**src/rtl/matvec_scheduler.sv**
```systemverilog
// Sequences the 2x2 inverse-Jacobian product through one shared multiplier and one shared adder.
// Operands and results pass through bit-exact; a per-WAIT watchdog aborts a run if a unit never answers.
`timescale 1ns/1ps
module matvec_scheduler #(
  parameter int TIMEOUT = 64
) (
  input  logic        clk,
  input  logic        reset,
  input  logic        start,
  input  logic [63:0] dx,
  input  logic [63:0] dy,
  input  logic [63:0] invA,
  input  logic [63:0] invB,
  input  logic [63:0] invC,
  input  logic [63:0] invD,
  output logic        mul_start,
  output logic [63:0] mul_a,
  output logic [63:0] mul_b,
  input  logic        mul_done,
  input  logic [63:0] mul_result,
  output logic        add_start,
  output logic [63:0] add_a,
  output logic [63:0] add_b,
  input  logic        add_done,
  input  logic [63:0] add_result,
  output logic        busy,
  output logic        data_ready,
  output logic        error,
  output logic [63:0] dth1,
  output logic [63:0] dth2
);
  localparam int DATA_W = 64;
  localparam int WD_W = $clog2(TIMEOUT + 1);
  localparam logic [WD_W-1:0] WD_LAST = WD_W'(TIMEOUT - 1);

  typedef enum logic [3:0] {
    IDLE, IS_MD, WT_MD, IS_MC, WT_MC, IS_A1, WT_A1,
    IS_MB, WT_MB, IS_MA, WT_MA, IS_A2, WT_A2, DONE
  } state_e;

  state_e state_q, state_d;
  logic [WD_W-1:0] wd_q, wd_d;
  logic [DATA_W-1:0] dx_q, dy_q, inva_q, invb_q, invc_q, invd_q;
  logic [DATA_W-1:0] p0_q, p1_q, stg1_q, dth1_q, dth2_q;
  logic wait_mul, wait_add, unit_done, wd_hit, accept;

  assign wait_mul  = state_q inside {WT_MD, WT_MC, WT_MB, WT_MA};
  assign wait_add  = state_q inside {WT_A1, WT_A2};
  assign unit_done = (wait_mul & mul_done) | (wait_add & add_done);
  assign wd_hit    = (wait_mul | wait_add) & ~unit_done & (wd_q == WD_LAST);
  // DONE also accepts start so back-to-back runs keep busy high.
  assign accept    = start & ((state_q == IDLE) | (state_q == DONE));
  assign wd_d      = (wait_mul | wait_add) ? (unit_done ? wd_q : wd_q + WD_W'(1)) : '0;

  always_ff @(posedge clk) begin
    if (reset) state_q <= IDLE;
    else       state_q <= state_d;
  end

  always_comb begin
    state_d = state_q;
    unique case (state_q)
      IDLE:  if (start) state_d = IS_MD;
      IS_MD: state_d = WT_MD;
      WT_MD: if (mul_done) state_d = IS_MC;
      IS_MC: state_d = WT_MC;
      WT_MC: if (mul_done) state_d = IS_A1;
      IS_A1: state_d = WT_A1;
      WT_A1: if (add_done) state_d = IS_MB;
      IS_MB: state_d = WT_MB;
      WT_MB: if (mul_done) state_d = IS_MA;
      IS_MA: state_d = WT_MA;
      WT_MA: if (mul_done) state_d = IS_A2;
      IS_A2: state_d = WT_A2;
      WT_A2: if (add_done) state_d = DONE;
      DONE:  state_d = start ? IS_MD : IDLE;
      default: state_d = IDLE;
    endcase
    if (wd_hit) state_d = IDLE;
  end

  always_comb begin
    mul_start  = state_q inside {IS_MD, IS_MC, IS_MB, IS_MA};
    add_start  = state_q inside {IS_A1, IS_A2};
    busy       = (state_q != IDLE);
    data_ready = (state_q == DONE);
    error      = wd_hit;
    mul_a = '0;
    mul_b = '0;
    add_a = '0;
    add_b = '0;
    unique case (state_q)
      IS_MD, WT_MD: begin mul_a = dx_q; mul_b = invd_q; end
      IS_MC, WT_MC: begin mul_a = dy_q; mul_b = invc_q; end
      IS_MB, WT_MB: begin mul_a = dx_q; mul_b = invb_q; end
      IS_MA, WT_MA: begin mul_a = dy_q; mul_b = inva_q; end
      IS_A1, WT_A1: begin add_a = p0_q; add_b = p1_q; end
      IS_A2, WT_A2: begin add_a = p1_q; add_b = p0_q; end
      default: ;
    endcase
  end

  // Visible results: both words update together on entry to DONE.
  always_ff @(posedge clk) begin
    if (reset) begin
      wd_q   <= '0;
      dth1_q <= '0;
      dth2_q <= '0;
    end else begin
      wd_q <= wd_d;
      if (state_q == WT_A2 && add_done) begin
        dth1_q <= stg1_q;
        dth2_q <= add_result;
      end
    end
  end

  always_ff @(posedge clk) begin
    if (accept) begin
      dx_q   <= dx;
      dy_q   <= dy;
      inva_q <= invA;
      invb_q <= invB;
      invc_q <= invC;
      invd_q <= invD;
    end
    unique case (state_q)
      WT_MD: if (mul_done) p0_q <= mul_result;
      WT_MC: if (mul_done) p1_q <= mul_result;
      WT_A1: if (add_done) stg1_q <= add_result;
      WT_MB: if (mul_done) p0_q <= mul_result;
      WT_MA: if (mul_done) p1_q <= mul_result;
      default: ;
    endcase
  end

  assign dth1 = dth1_q;
  assign dth2 = dth2_q;
endmodule
```
**config.mk**
```make
export PLATFORM = sky130hd
export DESIGN_NAME = matvec_scheduler
export DESIGN_NICKNAME = d
export VERILOG_FILES = /design/src/rtl/matvec_scheduler.sv
export SDC_FILE = /design/constraint.sdc
export NUM_CORES = 1
export LEC_CHECK = 0
export BUFFER_PORTS_ARGS = -buffer_cell sky130_fd_sc_hd__buf_2
export CAP_MARGIN = 15
export CORE_AREA = 4 4 349 351
export CTS_BUF_LIST = sky130_fd_sc_hd__clkbuf_16
export DETAILED_ROUTE_END_ITERATION = 10
export DIE_AREA = 0 0 353 355
export SKIP_LAST_GASP = 1
export SLEW_MARGIN = 20
export SYNTH_ARGS = -nofsm -noshare
export SYNTH_HDL_FRONTEND = slang
export SYNTH_SLANG_ARGS = --single-unit
```
**constraint.sdc**
```tcl
create_clock -name clk -period 43.7 [get_ports clk]
set_input_delay 6.555 -clock clk [delete_from_list [all_inputs] [get_ports clk]]
set_output_delay 6.555 -clock clk [all_outputs]
set_load 0.05 [all_outputs]
```
==> key figures <==
Floorplan
  – Initial core utilization: 0.216
  – Die height: 355 um
  – Number of I/O pins: 906
  – Num rows: 127
  – Die W: 353 um
  – Core area: 0.119 sq mm
  – Total die area: 0.125 sq mm

Power and ir drop
  – Max VDD drop: 42.5 uV
  – Pwr dens: 52.4 mW/mm^2
  – Logic pwr share: 0.194
  – Int Power: 1.23 mW
  – Net Sw Power: 0.566 mW
  – Leak pwr: 13.7 nW
  – Switch share: 0.315
  – Seq pwr share: 0.460
  – Clk pwr share: 0.346
  – Power Total: 1.80 mW

Clock tree
  – Clk sinks: 715
  – Clock latency on the worst-skew pair: 0.63 ns
  – Post-CTS sizing: 0
  – # hold bufs at CTS: 0
  – Root Buffer Master: clkbuf_16
  – Clock Path Buffers: 3
  – Setup Fix Bufs, Post-CTS: 0
  – H-tree depth: 3
  – Reg clk slew, reported paths: 0.05 ns
  – Num CTS Buffers: 78
  – CTS tree: done

Setup path
  – Crit start category: primary input
  – Worst-path fanout max: 6
  – CP endpoint kind: output port
  – CP Launch Point: add_done
  – Arr. time, crit path: 7.88 ns
  – Kind of critical path: in2out
  – Worst r2r src: state_q[3]
  – Reg2reg path depth: 6
  – CP required: 37.15 ns

STA
  – RSZ-0062 raised after global routing: no
  – Setup Skew: 0.0206 ns
  – Final Cycle Share: 0.330
  – Tmin final: 14.44 ns
  – Max-slew headroom: 0.296
  – Total negative slack: 0 ns
  – F_max: 69.3 MHz
  – Final Hold Fails: 0
  – Final Setup Violations: 0
  – Slew of the pin with the lowest slew margin: 1.06 ns
  – Max Slew Vio Count: 0

Layout
  – Sequential cell area: 0.0201 sq mm
  – P&R area growth vs syn: 33.4%
  – Area occupied by multi-input gates: 0.00507 sq mm
  – Layout cells sized above 1: 0.400
  – Filler Cell Count: 12.2k
  – Nets: 3106
  – Non-filler cells, final: 4211

Synthesis
  – Ys async rst share: 0
  – Post-synth EDFFs: 576
  – Yosys warns: 0
  – Mapped Avg Cell Area: 15.1 sq um
  – Post-Syn Instances: 1698
  – Register bit total from synthesis: 715
  – Cell area after synthesis: 0.0257 sq mm
  – Post-synth top flop: edfxtp_1
  – Sequential element share of the synthesized area: 0.781
  – Library cells used by synthesis: 46
  – Net Count, Synth: 2216

Outcome
  – Status: finished clean

Drt
  – Final WL: 87900 um
  – DRC viols: 0
  – Vias per cell: 4.27
  – Post-DRT Antenna Nets: 0
  – Per-cell routed wire length: 20.9 um
  – Vias: 18.0k
  – DR iter-0 viols: 1874
  – First-pass DRT Iterations: 9

Hold path
  – HP Class: reg2reg
  – Hold path start: dth2[55]
  – Cells on Worst Hold Path: 2

Global routing
  – Global-route wire length before repair: 121000 um
  – Initial antenna violation count: 32
  – Grt ovf: 0
  – GRT Overall Usage: 0.132
  – Vias in the first global route: 17.7k
  – Largest net degree at the start of global routing: 163

Placed design
  – GPL Wtd Cong: 0.860
  – DP HPWL: 64300 um
  – Inst Count DP: 4055
  – Number of I/O port buffers: 905

Run
  – Max-cap violations: 0
cells in the mapped netlist, drive strengths merged, types with 4 or more instances:
cell type / number / share of area
nand2b: 5 / 0.0012
buf: 94 / 0.021
dfxtp: 139 / 0.11
nand2: 395 / 0.058
xnor2: 7 / 0.0027
nor3: 9 / 0.0019
a21oi: 135 / 0.027
a22o: 192 / 0.065
edfxtp: 576 / 0.67
nor2b: 4 / 0.00097
nand3: 4 / 0.00078
a222oi: 64 / 0.025
clkbuf: 27 / 0.0039
nor2: 13 / 0.0020
metrics by stage:
step,area (sq um),setup slack [ns],util,hold WS [ns]
floorplan,25700,8.22,-,0.471
global placement,31800,29.24,0.267,0.440
detailed placement,31800,29.25,0.267,0.444
CTS,34200,29.25,0.288,0.452
global route,34300,29.15,0.288,0.471
finish,34300,29.26,0.288,0.449
power groups by stage:
stage                     Clock [mW]  Sequential (mW)  Combinational (mW)
final                          0.622            0.828               0.348
after floorplan                    0            0.893               0.235
after detailed placement           0            0.841               0.353
after global routing           0.667            0.832               0.366
after global placement             0            0.839               0.352
after CTS                      0.640            0.828               0.354
flip-flops by register name, summed over array words and instances (netlist names):
register,count
inva_q,64
invc_q,64
dx_q,64
p1_q,64
dth1,64
stg1_q,64
wd_q,7
invd_q,64
invb_q,64
state_q,4
dy_q,64
p0_q,64
dth2,64
final cells by class:
cell class                      count  share of cell area
Antenna cell                       13            0.000948
Clock buffer                       82              0.0598
Clock inverter                     60              0.0106
Inverter                            2            0.000219
Multi-Input combinational cell    860               0.148
Sequential cell                   715               0.585
Tap cell                         1548              0.0565
Timing Repair Buffer              931               0.139
cell families after synthesis:
kind of cell	synth area share
simple gates	0.0703
xor+xnor	0.00268
mux	0.000389
buf+inv	0.0248
compound gates	0.121
fa+ha+maj	0.000486
flops	0.781
critical path, stage by stage:
cell     delay (ns)
buf_2          0.16
mux2i_1        0.26
o31ai_4        0.12
nor2_2         0.25
and3b_1        0.25
buf_2          0.28
final timing paths:
path / endpoint / slack, ns
worst max-delay path: error / 29.26
worst min register to register: dth2[55] / 0.45
worst min-delay path: dth2[55] / 0.45
worst max register to register: invc_q[20] / 39.28
placed cells by master, fill, tap and decap left out, types with 2 or more instances in the layout:
cell | Yosys | layout
clkbuf_16 | 0 | 82
a222oi_1 | 64 | 64
nor2b_4 | 0 | 2
xnor2_1 | 6 | 6
nor2_4 | 0 | 2
a22o_1 | 192 | 192
inv_1 | 2 | 22
a21oi_1 | 132 | 132
a21oi_2 | 3 | 3
clkinv_1 | 0 | 15
clkinv_8 | 0 | 2
nand2_1 | 395 | 394
clkinv_2 | 0 | 14
or2_2 | 0 | 2
edfxtp_1 | 576 | 576
nand3b_1 | 2 | 2
and3_4 | 1 | 3
and3b_1 | 2 | 2
o21ai_0 | 2 | 2
dfxtp_1 | 139 | 139
nor3_2 | 1 | 4
and2_1 | 2 | 2
buf_4 | 4 | 25
nor3_1 | 8 | 5
buf_2 | 74 | 904
nand2b_1 | 5 | 5
nor2_1 | 12 | 10
diode_2 | 0 | 13
nor4_1 | 2 | 2
nor2b_1 | 4 | 2
clkinv_4 | 0 | 4
nand3_1 | 4 | 3
per-layer routing:
layer | wire length, um | global-route usage
met1 | 33300 | 0.155
met2 | 43100 | 0.221
met3 | 8050 | 0.0450
met4 | 3330 | 0.0537
met5 | 88 | 0
Note: power is estimated with default switching activity, not from simulation.
